`src/rtl/seq_pkg.sv`:
```
// Shared definitions for the serial pattern transmitter and the sequence detectors:
// FSM state encoding and the default power-up pattern.
package seq_pkg;

  localparam logic [1:0] ST_IDLE = 2'd0;
  localparam logic [1:0] ST_SEND = 2'd1;
  localparam logic [1:0] ST_GAP  = 2'd2;
  localparam logic [1:0] ST_DONE = 2'd3;

  typedef enum logic [1:0] {
    IDLE = ST_IDLE,
    SEND = ST_SEND,
    GAP  = ST_GAP,
    DONE = ST_DONE
  } seq_state_t;

  localparam logic [3:0] DEFAULT_PATTERN = 4'b1101;

endpackage

```
`src/rtl/seq_piso.sv`:
```
// Parallel-load, MSB-first shift register. Load has priority over shift;
// zeros are shifted in at the LSB end.
module seq_piso #(
  parameter int W = 4
) (
  input  logic         clk,
  input  logic         reset,
  input  logic         load,
  input  logic         shift,
  input  logic [W-1:0] din,
  output logic         msb
);

  logic [W-1:0] sr_reg;
  logic [W-1:0] sr_next;
  logic [W-1:0] shifted;

  genvar gi;
  generate
    for (gi = 0; gi < W; gi++) begin : g_bit
      if (gi == 0) begin : g_lsb
        assign shifted[gi] = 1'b0;
      end else begin : g_upper
        assign shifted[gi] = sr_reg[gi-1];
      end
    end
  endgenerate

  always_comb begin
    sr_next = sr_reg;
    if (load) begin
      sr_next = din;
    end else if (shift) begin
      sr_next = shifted;
    end
  end

  always_ff @(posedge clk or posedge reset) begin
    if (reset) begin
      sr_reg <= '0;
    end else begin
      sr_reg <= sr_next;
    end
  end

  assign msb = sr_reg[W-1];

endmodule

```
`src/rtl/seq_pattern_gen.sv`:
```
// Serial pattern transmitter: shifts a PAT_W-bit pattern out MSB-first, repeats it
// rep times with optional zero-bit gaps between repetitions. All outputs registered.
module seq_pattern_gen
  import seq_pkg::*;
#(
  parameter int               PAT_W   = 4,
  parameter logic [PAT_W-1:0] PATTERN = PAT_W'(DEFAULT_PATTERN),
  parameter int               CNT_W   = 8,
  parameter int               GAP_W   = 4
) (
  input  logic             clk,
  input  logic             reset,
  input  logic             load_pat,
  input  logic [PAT_W-1:0] pattern_in,
  input  logic             start,
  input  logic [CNT_W-1:0] repeat_cnt,
  input  logic [GAP_W-1:0] gap,
  output logic             x_out,
  output logic             valid,
  output logic             frame_start,
  output logic             busy,
  output logic             done
);

  localparam int               BC_W     = $clog2(PAT_W);
  localparam logic [BC_W-1:0]  LAST_BIT = BC_W'(PAT_W - 1);

  seq_state_t       state_reg, state_next;
  logic [PAT_W-1:0] pattern_reg, pattern_next;
  logic [PAT_W-1:0] snap_reg, snap_next;
  logic [CNT_W-1:0] rep_reg, rep_next;
  logic [GAP_W-1:0] gap_ld_reg, gap_ld_next;
  logic [GAP_W-1:0] gap_cnt_reg, gap_cnt_next;
  logic [BC_W-1:0]  bit_cnt_reg, bit_cnt_next;
  logic             x_out_reg, x_out_next;
  logic             valid_reg, valid_next;
  logic             frame_start_reg, frame_start_next;
  logic             done_reg, done_next;

  logic             reload;
  logic [PAT_W-1:0] reload_src;
  logic [CNT_W-1:0] rep_dec;
  logic             piso_load;
  logic             piso_shift;
  logic [PAT_W-1:0] piso_din;
  logic             piso_msb;

  // The shifter holds the bits that follow the one currently on x_out, so a
  // reload presents the MSB directly and parks the remaining bits in the shifter.
  seq_piso #(
    .W(PAT_W)
  ) u_piso (
    .clk  (clk),
    .reset(reset),
    .load (piso_load),
    .shift(piso_shift),
    .din  (piso_din),
    .msb  (piso_msb)
  );

  always_comb begin
    state_next       = state_reg;
    pattern_next     = pattern_reg;
    snap_next        = snap_reg;
    rep_next         = rep_reg;
    gap_ld_next      = gap_ld_reg;
    gap_cnt_next     = gap_cnt_reg;
    bit_cnt_next     = bit_cnt_reg;
    x_out_next       = 1'b0;
    valid_next       = 1'b0;
    frame_start_next = 1'b0;
    done_next        = 1'b0;
    piso_load        = 1'b0;
    piso_shift       = 1'b0;
    reload           = 1'b0;
    reload_src       = snap_reg;
    rep_dec          = '0;

    case (state_reg)
      IDLE: begin
        if (load_pat) begin
          pattern_next = pattern_in;
        end
        if (start) begin
          // A simultaneous load makes the new pattern the one transmitted.
          reload_src  = load_pat ? pattern_in : pattern_reg;
          snap_next   = reload_src;
          rep_next    = repeat_cnt;
          gap_ld_next = gap;
          if (repeat_cnt != '0) begin
            reload = 1'b1;
          end else begin
            state_next = DONE;
            done_next  = 1'b1;
          end
        end
      end

      SEND: begin
        if (bit_cnt_reg != LAST_BIT) begin
          bit_cnt_next = bit_cnt_reg + BC_W'(1);
          x_out_next   = piso_msb;
          valid_next   = 1'b1;
          piso_shift   = 1'b1;
        end else begin
          rep_dec  = (rep_reg != '0) ? rep_reg - CNT_W'(1) : '0;
          rep_next = rep_dec;
          if (rep_dec == '0) begin
            state_next = DONE;
            done_next  = 1'b1;
          end else if (gap_ld_reg != '0) begin
            state_next   = GAP;
            gap_cnt_next = gap_ld_reg - GAP_W'(1);
            valid_next   = 1'b1;
          end else begin
            reload = 1'b1;
          end
        end
      end

      GAP: begin
        if (gap_cnt_reg != '0) begin
          gap_cnt_next = gap_cnt_reg - GAP_W'(1);
          valid_next   = 1'b1;
        end else begin
          reload = 1'b1;
        end
      end

      DONE: begin
        state_next = IDLE;
      end

      default: begin
        state_next = IDLE;
      end
    endcase

    if (reload) begin
      state_next       = SEND;
      bit_cnt_next     = '0;
      x_out_next       = reload_src[PAT_W-1];
      valid_next       = 1'b1;
      frame_start_next = 1'b1;
      piso_load        = 1'b1;
    end
    piso_din = {reload_src[PAT_W-2:0], 1'b0};
  end

  always_ff @(posedge clk or posedge reset) begin
    if (reset) begin
      state_reg       <= IDLE;
      pattern_reg     <= PATTERN;
      snap_reg        <= '0;
      rep_reg         <= '0;
      gap_ld_reg      <= '0;
      gap_cnt_reg     <= '0;
      bit_cnt_reg     <= '0;
      x_out_reg       <= 1'b0;
      valid_reg       <= 1'b0;
      frame_start_reg <= 1'b0;
      done_reg        <= 1'b0;
    end else begin
      state_reg       <= state_next;
      pattern_reg     <= pattern_next;
      snap_reg        <= snap_next;
      rep_reg         <= rep_next;
      gap_ld_reg      <= gap_ld_next;
      gap_cnt_reg     <= gap_cnt_next;
      bit_cnt_reg     <= bit_cnt_next;
      x_out_reg       <= x_out_next;
      valid_reg       <= valid_next;
      frame_start_reg <= frame_start_next;
      done_reg        <= done_next;
    end
  end

  assign x_out       = x_out_reg;
  assign valid       = valid_reg;
  assign frame_start = frame_start_reg;
  assign done        = done_reg;
  assign busy        = (state_reg != IDLE);

endmodule

```
`config.mk`:
```
export PLATFORM = sky130hd
export DESIGN_NAME = seq_pattern_gen
export DESIGN_NICKNAME = d
export VERILOG_FILES = /design/src/rtl/seq_pkg.sv /design/src/rtl/seq_piso.sv /design/src/rtl/seq_pattern_gen.sv
export SDC_FILE = /design/constraint.sdc
export NUM_CORES = 1
export LEC_CHECK = 0
export CAP_MARGIN = 25
export CELL_PAD_IN_SITES_DETAIL_PLACEMENT = 2
export CELL_PAD_IN_SITES_GLOBAL_PLACEMENT = 2
export CORE_ASPECT_RATIO = 0.75
export CORE_MARGIN = 2
export CORE_UTILIZATION = 35
export DETAILED_ROUTE_END_ITERATION = 12
export GPL_ROUTABILITY_DRIVEN = 0
export PLACE_DENSITY_LB_ADDON = 0.08
export SLEW_MARGIN = 20
export SYNTH_ARGS = -nofsm -noshare
export SYNTH_HDL_FRONTEND = slang
export SYNTH_HIERARCHICAL = 1
export SYNTH_SLANG_ARGS = --single-unit
```
`constraint.sdc`:
```
create_clock -name clk -period 2.9 [get_ports clk]
set_input_delay 0.725 -clock clk [delete_from_list [all_inputs] [get_ports clk]]
set_output_delay 0.725 -clock clk [all_outputs]
set_load 0.03 [all_outputs]
```
# Word level (Yosys, flattened, before mapping)
# Cells that the tools add are included.
# W data, S select, Z words.
# word_totals
rom_bits	0
mem_count	0
ff_bits	36
ramBits	0
elab_cells	95
latch_bits	0
# classes
magnitude_cmp	0
mux	48
n_eq_ne	13
add_sub_neg	4
bitwise_logic	0
multipliers	0
reduce_logical	18
n_shift	0
div	0
# op_table
cell	count
$mux W4	9
$mux W8	3
$mux W1	21
$mux W2	9
$pmux W8 S2	1
$reduce_bool A8 Y1	2
$ne A2 B2 Y1 const B	6
$reduce_bool A2 Y1	6
$reduce_bool A4 Y1	3
$reduce_and A5 Y1	2
$ne A3 B3 Y1 const B	3
$logic_not A8 Y1	1
$pmux W4 S2	1
$sub A4 B1 Y4 const B	2
$sub A8 B1 Y8 const B	1
$pmux W2 S3	1
$eq A2 B2 Y1 const B	2
$ne A4 B4 Y1 const B	1
$pmux W1 S2	2
$reduce_and A2 Y1	2
$pmux W1 S3	1
$reduce_and A3 Y1	1
$add A2 B1 Y2 const B	1
$eq A2 B1 Y1 const B	1
$logic_not A2 Y1	1

# Depth between registers and ports, before layout
# depth
ltp_word	8
mapped_depth	9

# By module
# Netlist, hierarchy kept.
# modules_own_cells
mod	n_inst	seq_area_each_um2	cells_each	area_per_inst_um2
seq_pattern_gen	1	804.5	217	2052.0
seq_piso	1	100.1	17	175.2

# Worst setup path after synthesis
# No wires, ideal clock.
# synth_path
kind	register to register
start	reg rep_reg[0]
end	reg u_piso.sr_reg[0]
path_slack_ns	0.700
path_stages_with_launch	10
t_arrival_ns	2.057
required_ns	2.757
n_path_buf	0
path_cell_list	dfrtp_1 > inv_1 > ha_1 > nor2b_1 > a32oi_1 > a32o_2 > a21oi_2 > o41ai_4 > nand2b_1 > o21ai_0
# synth_via
elab_chain_len	8
# synth_rtl
item	line_no	rtl
from (decl)	seq_pattern_gen.sv:31	logic [CNT_W-1:0] rep_reg, rep_next;
from (signal assigned)	seq_pattern_gen.sv:167	rep_reg <= rep_next;
$sub A8 B1 Y8 or $reduce_bool A8 Y1 (tied branches)	seq_pattern_gen.sv:106	rep_dec = (rep_reg != '0) ? rep_reg - CNT_W'(1) : '0;
$mux W8 *	seq_pattern_gen.sv:106	
$logic_not A8 Y1 *	seq_pattern_gen.sv:108	if (rep_dec == '0) begin
$mux W1 *	seq_pattern_gen.sv:108	
$mux W1 *	seq_pattern_gen.sv:100	if (bit_cnt_reg != LAST_BIT) begin
$pmux W1 S3 *	seq_pattern_gen.sv:79	case (state_reg)
$mux W1 *	-	
net frame_start_next	seq_pattern_gen.sv:37	logic frame_start_reg, frame_start_next;
$mux W4 or $reduce_bool A2 Y1 (tied branches)	-	
to (signal assigned)	seq_piso.sv:42	sr_reg <= sr_next;
to (decl)	seq_piso.sv:14	logic [W-1:0] sr_reg;
# The timed path passes the listed nets; every way through them passes the cells marked *.
# A chain may end at the register's enable or synchronous reset.

# Worst setup path in the final report
# layout_path
start	reg state_reg[0]
end	out busy
# layout_via
elab_chain_len	1
# layout_rtl
item	line_no	rtl
from (decl)	seq_pattern_gen.sv:28	seq_state_t state_reg, state_next;
from (signal assigned)	seq_pattern_gen.sv:164	state_reg <= state_next;
$reduce_bool A2 Y1	seq_pattern_gen.sv:182	assign busy = (state_reg != IDLE);
to (decl)	seq_pattern_gen.sv:21	output logic busy,
# Every way passes these cells.

==> impl_metrics.tcl <==
set metrics [dict create \
    grtUsageTotal 0.200 \
    cts.clk_slew.worst_paths_ns 0.08 \
    cp-start-kind "flip-flop" \
    path_class "flip-flop to output port" \
    syn_area_mm2 0.00223 \
    critPathRequiredTime_ns 2.17 \
    fmax_ghz 0.378 \
    timing.rr.start "rep_reg[1]" \
    status "complete, no violations" \
    peakVddDrop_mv 0.264 \
    synth_flop_cell "dfrtp_1" \
    fin_crit_sh 0.913 \
    clock_sinks 36 \
    mostFrequentLayoutCells "33 x dfrtp_1, 25 x nand2_1, 24 x clkdlybuf4s50_1" \
    yosys.area.top_type_share 0.371 \
    rr_endpoint "u_piso/sr_reg[0]" \
    endpoint_kind "output port" \
    syn2layout_area_growth_pct 22.1 \
    gr-total-overflow 0 \
    reg2regPathDepth 9 \
    drt-total-wl_um 6230 \
    avgSynthCellArea_um2 9.52 \
    crit_fanout 5 \
    p_clk_frac 0.450 \
    antenna_found_initial 0 \
    whs_ns 0.512 \
    power_per_cell_area_mw_per_mm2 369 \
    die_h_um 73.1 \
    drv_cap 0 \
    tightest_slew_ns 0.777 \
    rsz0062_at_grt "false" \
    synth_edf_count 0 \
    finalPower_mw 1.00 \
    period_needed_ns 2.65 \
    route.detailed.drc 0 \
    ys_types 54 \
    antenna_left 0 \
    power.share.switching 0.217 \
    synthCells 234 \
    endpoint "busy" \
    pwr-share-comb 0.049 \
    r2r_slack_ns 0.31 \
    p_seq_frac 0.502 \
    max-clock-path-buffers 2 \
    setup_tns_ns 0 \
    hpwl_um 4810 \
    cp.arrival_ns 1.92 \
    cts_tree "done" \
    root_buffer "clkbuf_8" \
    die-area_mm2 0.00702 \
    post_drt_via_cell_ratio 5.42 \
    grt_max_degree 33 \
    p_int_uw 785 \
    drive_gt1_frac 0.168 \
    core_area_mm2 0.00622 \
    cts_resized 0 \
    synth_area_leaders "dfrtp_1 37%, ha_1 5.1%, mux2i_1 4.9%" \
    hold_viol 0 \
    largest_register_ffs 8 \
    placed_cells 341 \
    yosysSeqAreaShare 0.406 \
    floorplan.initialDensity 0.358 \
    setup_ws_ns 0.251 \
    ys_warn_count 6 \
    ys_seq_elements 36 \
    p_leak_nw 1.24 \
    relSlewSlack 0.480 \
    ctsHoldBuffers 0 \
    synth-async-reset-ratio 1.00 \
    yosysTopAreaCell "dfrtp_1" \
    clock_skew_ns 0.00635 \
    grt_pass1_wl_um 10600 \
    nNetsFinal 296 \
    vias 1891 \
    htreeDepth 2 \
    cts_setup_buffers 0 \
    portBuffers 24 \
    grt_pass1_vias 1993 \
    fin_cells 349 \
    slew_violations 0 \
    drt-initial-drc-count 44 \
    dp_slack_ns 0.185 \
    layout_commonest_cell "dfrtp_1" \
    setup.worst_path.start "state_reg[0]" \
    die_x_um 96.1 \
    hp-class "flip-flop to flip-flop" \
    syn-num-nets 263 \
    clk_latency_ns 0.29 \
    setup_violations 0 \
    pin_count 25 \
    rows 25 \
    num_antenna_cells 0 \
    cts_buffers 5 \
    drt_first_pass_iters 4 \
    wire_per_inst_um 17.9 \
    switchingPower_uw 218 \
]
==> worst max-delay path: stages, from the launching register on <==
cell,delay (ns)
dfrtp_1,0.42
inv_1,0.12
ha_1,0.28
inv_1,0.13
clkdlybuf4s50_1,0.68
==> stage by stage <==
stage | cell area, µm² | utilization
detailed placement | 2610 | 0.419
global route | 2720 | 0.437
floorplan | 2230 | -
finish | 2720 | 0.437
CTS | 2720 | 0.437
global placement | 2610 | 0.419
==> power groups by stage <==
stage	Sequential [mW]	Clock (mW)	Combinational, mW
3_3_place_gp	0.513	0	0.0501
5_1_grt	0.503	0.483	0.0548
3_5_place_dp	0.513	0	0.0504
6_report	0.503	0.451	0.0488
2_1_floorplan	0.513	0	0.0145
4_1_cts	0.503	0.462	0.0506
==> synthesized netlist by cell type, drive strengths merged (4+ instances only) <==
library cell  number
nand2b             8
o22ai              4
dfrtp             33
nand3              5
nand2             25
mux2               9
o21ai             18
or2                4
a31oi              4
clkbuf             7
nor4               4
a22o               6
nor2              14
mux2i             11
inv               14
ha                 9
nor2b              4
a21oi              9
==> worst min-delay path by stage <==
stage	start	to	slack [ns]	depth (start not counted)
after floorplan	snap_reg[1]	snap_reg[1]	0.46	2
after global placement	pattern_reg[1]	pattern_reg[1]	0.49	1
after detailed placement	pattern_reg[1]	pattern_reg[1]	0.50	1
after CTS	pattern_reg[1]	pattern_reg[1]	0.52	1
after global routing	pattern_reg[1]	pattern_reg[1]	0.53	1
final	pattern_reg[1]	pattern_reg[1]	0.51	1
==> kinds of logic (layout without fill, tap and decap cells) <==
kind of cell | count (synthesis) | after routing | share of synthesized area
other | 1 | 1 | 0.00168
adders and majority gates | 9 | 9 | 0.0506
AOI/OAI and AO/OA | 62 | 62 | 0.203
xor gates and xnor gates | 2 | 2 | 0.00787
and+or+nand+nor | 81 | 81 | 0.192
DFF | 36 | 36 | 0.406
buffers and inverters | 23 | 57 | 0.0427
muxes | 20 | 20 | 0.0966
==> routing by layer <==
layer  GRT usage  routed length [µm]
met1       0.314                3400
met2       0.285                2620
met5           0                   0
met4      0.0381                  40
met3      0.0372                 166
==> area by class of cell <==
type,count,area (µm²)
Fill cell,688,3500
Multi-Input combinational cell,175,1230
Sequential cell,36,905
Timing Repair Buffer,35,323
Tap cell,81,101
Clock buffer,5,68.8
Inverter,14,52.6
Clock inverter,3,42.5
(Power assumes the default switching activity.)
==> RTL change 1: new RTL, config.mk and constraints unchanged <==
Change the parameter `PAT_W` from 4 to 2.
--- a/src/rtl/seq_pattern_gen.sv
+++ b/src/rtl/seq_pattern_gen.sv
@@ -4,5 +4,5 @@
   import seq_pkg::*;
 #(
-  parameter int               PAT_W   = 4,
+  parameter int               PAT_W   = 2,
   parameter logic [PAT_W-1:0] PATTERN = PAT_W'(DEFAULT_PATTERN),
   parameter int               CNT_W   = 8,
Interface: changed (resized pattern_in); port bits go from 25 to 23. The function was not compared with the original's and may differ.
==> RTL change 1 against the unedited design <==
Hold slack lost 0.0028 ns; via count decreased by 10%; wire length fell by 0.82%; sequential cell count fell by 7; critical path depth up 4; area after synthesis is 18% lower; cell area decreased by 16%; worst setup slack worse by 0.029 ns; clock skew up 0.0014 ns; critical endpoint is now x_out$_DFF_PP0_.
Power is left out: it rests on default switching activity, and per cell area and clock period it moved more than threefold.
==> RTL change 1: results (changes against the unedited design) <==
| Metric | Value |
|---|---|
| Worst-margin pin slew | `0.582 ns (-0.195 ns)` |
| Critical Path AT | `2.85 ns (+0.93 ns)` |
| Asr flop ratio synth | `100% (unchanged)` |
| First-pass GRT wire length | `9.99 mm (-5.4%)` |
| Layout cells sized above 1 | `16.2% (-0.62 points)` |
| Status | `finished clean` |
| Syn Nets | `226 (-14%)` |
| Vias in the first global route | `1,841 (-7.6%)` |
| R2r worst-path depth | `8 (-1)` |
| Dpl ws | `-0.00354 ns (-0.189 ns)` |
| Wire length per cell | `20.1 um (+13%)` |
| Worst hold slack | `0.509 ns (-0.00279 ns)` |
| YS warnings | `6 (unchanged)` |
| Clock buffer count from CTS | `5 (unchanged)` |
| PostCTS Resize Cnt | `0 (unchanged)` |
| Largest net degree at the start of global routing | `28 (-15%)` |
| Placed instance count | `299 (-12%)` |
| Via-to-Cell Ratio | `5.52 (+2.0%)` |
| Sequential-to-total area share from yosys stat | `39.6% (-1.0 points)` |
| Hold Fails Final Rpt | `0 (unchanged)` |
| # diodes | `0 (unchanged)` |
| Nets | `259 (-13%)` |
| Hold depth | `1 (unchanged)` |
| Synth Area per Inst | `9.13 sq um (-4.1%)` |
| Clock Pin Slew Worst Setup and Hold Paths | `about 0.07 ns` |
| Placed Area | `2200 sq um (-16%)` |
| Final Skew | `0.00771 ns (+0.00136 ns)` |
| Clock latency on the worst-skew pair | `0.28 ns` |
| CP top delay family | `compound AO/OA/AOI/OAI gates` |
| Hold EP | `pattern_reg[1]$_DFFE_PP0P_` |
| Clk root buf | `clkbuf_8` |
| Worst min path class | `reg -> reg` |
| Initial antenna violation count | `0 (unchanged)` |
| Max Buffers Root-to-Sink | `2 (unchanged)` |
| CP endpoint | `x_out$_DFF_PP0_` |
| Setup Buffers After CTS | `0 (unchanged)` |
| Largest cells by area after synthesis | `dfrtp_1 (38%), o21ai_0 (6.3%), mux2_2 (5.5%)` |
| WL final | `6.18 mm (-0.82%)` |
| CP max-delay cell | `o31ai_4` |
| Kind of critical path | `reg -> reg` |
| First drt pass iteration count | `4 (unchanged)` |
| Critical Path Fanout Max | `8 (+3)` |
| Most instantiated cells after synthesis | `dfrtp_1 (28), o21ai_0 (23), nand2_1 (18)` |
| Largest stage delay, worst path | `0.45 ns (-0.23 ns)` |
| Fin worst setup slack | `0.223 ns (-0.0286 ns)` |
| PortBufs | `22 (-8.3%)` |
| Tot GR Track Use | `23.1% (+3.1 points)` |
| Min-delay src | `pattern_reg[1]$_DFFE_PP0P_` |
| Final core utilization | `46.0% (+2.3 points)` |
| Initial DRC count | `66 (+50%)` |
| H-tree levels | `2 (unchanged)` |
| # fillers | `529 (-23%)` |
| Distinct cells, synth | `53 (-1.9%)` |
| Hpwl dp | `4.83 mm (+0.52%)` |
| Reg-to-Reg Start | `rep_reg[1]$_DFFE_PP0P_` |
| Max reg flops | `8 (unchanged)` |
RTL change 1: metal layers:
layer	up-vias	part of all wire [%]	track usage (%)
met5	-	0	0
li1	808	-	-
met1	851	49	31.8
met4	0	0.65	5.19
met3	4	4.3	4.21
met2	33	46	37.6
RTL change 1: cell families (layout without fill, tap and decap cells):
logic type	count (synthesis)	after routing	share of synthesized area, %
muxes	15	15	8.79
and+or+nand+nor	70	70	19.7
AOI/OAI and AO/OA	61	61	22.6
other	1	1	0.204
DFF	29	29	39.6
adders and majority gates	7	7	4.77
buffers and inverters	17	51	3.89
xor gates and xnor gates	1	1	0.477
RTL change 1: cell type report:
cell class                      count  share of cell area, %
Tap cell                           72                   3.93
Timing Repair Buffer               34                   13.5
Sequential cell                    29                   31.7
Multi-Input combinational cell    155                   45.6
Clock buffer                        5                   3.00
Clock inverter                      3                  0.764
Inverter                            9                   1.47
==> RTL change 2: new RTL, same settings <==
Without the edit above. Register the inputs `load_pat`, `pattern_in`, `start`, `repeat_cnt` and `gap` before use, without a reset. The logic sees them one clock later.
--- a/src/rtl/seq_pattern_gen.sv
+++ b/src/rtl/seq_pattern_gen.sv
@@ -25,4 +25,18 @@
   localparam int               BC_W     = $clog2(PAT_W);
   localparam logic [BC_W-1:0]  LAST_BIT = BC_W'(PAT_W - 1);
+
+  logic load_pat_q;
+  logic [PAT_W-1:0] pattern_q;
+  logic start_q;
+  logic [CNT_W-1:0] repeat_cnt_q;
+  logic [GAP_W-1:0] gap_q;
+
+  always_ff @(posedge clk) begin
+    load_pat_q   <= load_pat;
+    pattern_q    <= pattern_in;
+    start_q      <= start;
+    repeat_cnt_q <= repeat_cnt;
+    gap_q        <= gap;
+  end
 
   seq_state_t       state_reg, state_next;
@@ -79,14 +93,14 @@
     case (state_reg)
       IDLE: begin
-        if (load_pat) begin
-          pattern_next = pattern_in;
+        if (load_pat_q) begin
+          pattern_next = pattern_q;
         end
-        if (start) begin
+        if (start_q) begin
           // A simultaneous load makes the new pattern the one transmitted.
-          reload_src  = load_pat ? pattern_in : pattern_reg;
+          reload_src  = load_pat_q ? pattern_q : pattern_reg;
           snap_next   = reload_src;
-          rep_next    = repeat_cnt;
-          gap_ld_next = gap;
-          if (repeat_cnt != '0) begin
+          rep_next    = repeat_cnt_q;
+          gap_ld_next = gap_q;
+          if (repeat_cnt_q != '0) begin
             reload = 1'b1;
           end else begin
Behaviour: not the same (a bounded check fails within 4 cycles, from zero or initial values and one cycle with reset high).
==> RTL change 2 against the unedited design <==
Sequential cell count up 18; worst setup slack worse by 0.080 ns; die area up 13%; wire length up 6.3%; final cell count up 5.2%; cell area up 10%; first-iteration DRC count up 50%; area after synthesis up 14%; non-clock buffer count down 5.
Power is not compared: it rests on default switching activity, and its combinational part moved more than twofold at a synthesized area within 25%.
==> RTL change 2: results (changes against the unedited design) <==
| Metric | Value |
|---|---|
| Status | `finished clean` |
| YS warnings | `6 (unchanged)` |
| H-tree levels | `2 (unchanged)` |
| Most instantiated cells after synthesis | `dfrtp_1 (33), nand2_1 (25), dfxtp_1 (18)` |
| Setup Buffers After CTS | `0 (unchanged)` |
| Max Buffers Root-to-Sink | `2 (unchanged)` |
| First drt pass iteration count | `4 (unchanged)` |
| Vias in the first global route | `2,111 (+5.9%)` |
| Syn Nets | `269 (+2.3%)` |
| Dpl ws | `0.298 ns (+0.113 ns)` |
| Hpwl dp | `5.05 mm (+5.1%)` |
| CP top delay family | `buffers and inverters` |
| # diodes | `0 (unchanged)` |
| Largest cells by area after synthesis | `dfrtp_1 (33%), dfxtp_1 (14%), mux2i_1 (5.1%)` |
| Nets | `297 (+0.34%)` |
| Initial antenna violation count | `0 (unchanged)` |
| Asr flop ratio synth | `66.7% (-33 points)` |
| Via count | `1,922 (+1.6%)` |
| Critical Path Fanout Max | `5 (unchanged)` |
| Leak | `between 1 and 1.5 nW` |
| Final min period | `2.73 ns (+0.0805 ns)` |
| Tot GR Track Use | `18.2% (-1.8 points)` |
| Largest net degree at the start of global routing | `33 (unchanged)` |
| CP max-delay cell | `clkdlybuf4s50_1` |
| Clock latency on the worst-skew pair | `0.31 ns (+0.02 ns)` |
| Critical Path AT | `2.00 ns (+0.08 ns)` |
| Sequential-to-total area share from yosys stat | `49.8% (+9.2 points)` |
| PostCTS Resize Cnt | `0 (unchanged)` |
| Initial DRC count | `66 (+50%)` |
| # fillers | `735 (+6.8%)` |
| Wire length per cell | `18.1 um (+1.1%)` |
| Overflow after GRT | `0 (unchanged)` |
| PortBufs | `24 (unchanged)` |
| VDD IR max | `approximately 0.3 mV` |
| Clk root buf | `clkbuf_8` |
| DRC Markers | `0 (unchanged)` |
| Worst-margin pin slew | `0.612 ns (-0.165 ns)` |
| Clock Pin Slew Worst Setup and Hold Paths | `0.11 ns (+0.03 ns)` |
| Layout cells sized above 1 | `15.6% (-1.2 points)` |
| Distinct cells, synth | `59 (+9.3%)` |
| First-pass GRT wire length | `11.0 mm (+4.5%)` |
| Largest stage delay, worst path | `around 0.69 ns` |
| Clock buffer count from CTS | `5 (unchanged)` |
| Final Skew | `0.00909 ns (+0.00274 ns)` |
| Worst min path class | `reg -> reg` |
## RTL change 2: cell count changes in the layout (fill, tap and decap cells not counted), moves of 3 or more
| cell | unedited run | this run |
|---|---|---|
| nor2_1 | 14 | 11 |
| buf_4 | 11 | 6 |
| a21oi_1 | 7 | 13 |
| o32ai_1 | 3 | 0 |
| a22o_1 | 6 | 0 |
| nor2b_1 | 4 | 0 |
| dfxtp_1 | 0 | 18 |
| nand2b_1 | 8 | 2 |
| o22ai_1 | 4 | 1 |
## RTL change 2: path summary, 6_finish.rpt
path                                           from  depth (start not counted)                           end
setup / recovery           state_reg[0]$_DFFE_PP0P_                          4                          busy
hold / removal                     gap_q[1]$_DFF_P_                          1     gap_ld_reg[1]$_DFFE_PP0P_
setup reg to reg             rep_reg[0]$_DFFE_PP0P_                          9  u_piso/sr_reg[0]$_DFFE_PP0P_
hold reg to reg                    gap_q[1]$_DFF_P_                          1     gap_ld_reg[1]$_DFFE_PP0P_
max in group asynchronous                     reset                          3    pattern_reg[2]$_DFFE_PP1P_
min in group asynchronous                     reset                          2  u_piso/sr_reg[2]$_DFFE_PP0P_
## RTL change 2: cell families (layout without fill, tap and decap cells)
logic type | count (synthesis) | count (layout) | synth area share [%]
adders and majority gates | 9 | 9 | 4.44
xor gates and xnor gates | 3 | 3 | 1.04
and+or+nand+nor | 66 | 66 | 13.8
other | 1 | 1 | 0.148
DFF | 54 | 54 | 49.8
AOI/OAI and AO/OA | 62 | 62 | 17.2
buffers and inverters | 22 | 51 | 3.75
muxes | 23 | 23 | 9.86
## RTL change 2: timing repair
action,in CTS,in global routing
hold buffers,0,0
hold endpoints to repair,0,0
endpoints found under the setup margin,0,1
## RTL change 2: layout make-up
type	count	area, sq um	area share, %
sequential	54	1260	42.2
multi-input combinational	164	1180	39.3
tap	98	123	4.09
timing repair buffer	30	285	9.52
clock buffer	5	68.8	2.30
clock inverter	3	28.8	0.960
inverter	13	48.8	1.63
## RTL change 2: where the power goes
part | leakage [nW] | switching (mW) | internal, mW
clock network | 0.0502 | 0.271 | 0.180
registers | 0.592 | 0.244 | 1.01
logic | 0.613 | 0.878 | 0.656
total | 1.25 | 1.39 | 1.84
## RTL change 2: routing by layer
layer	track usage (%)	vias to the layer above	wire length, um	part of all wire, %
met2	27.3	29	2940	44
met4	3.33	0	30	0.45
met5	0	-	0	0
met1	27.0	977	3450	52
li1	-	914	-	-
met3	4.23	2	211	3.2
## RTL change 2: through the flow
stage | area [sq um] | power [mW] | instances | hold slack, ns
final | 3000 | 3.24 | 367 | 0.474
after global routing | 3000 | 3.53 | 367 | 0.501
after CTS | 3000 | 3.27 | 367 | 0.479
after detailed placement | 2900 | 2.79 | 359 | 0.454
after global placement | 2900 | 2.74 | 359 | 0.453
after floorplan | 2540 | 2.35 | 240 | 0.440
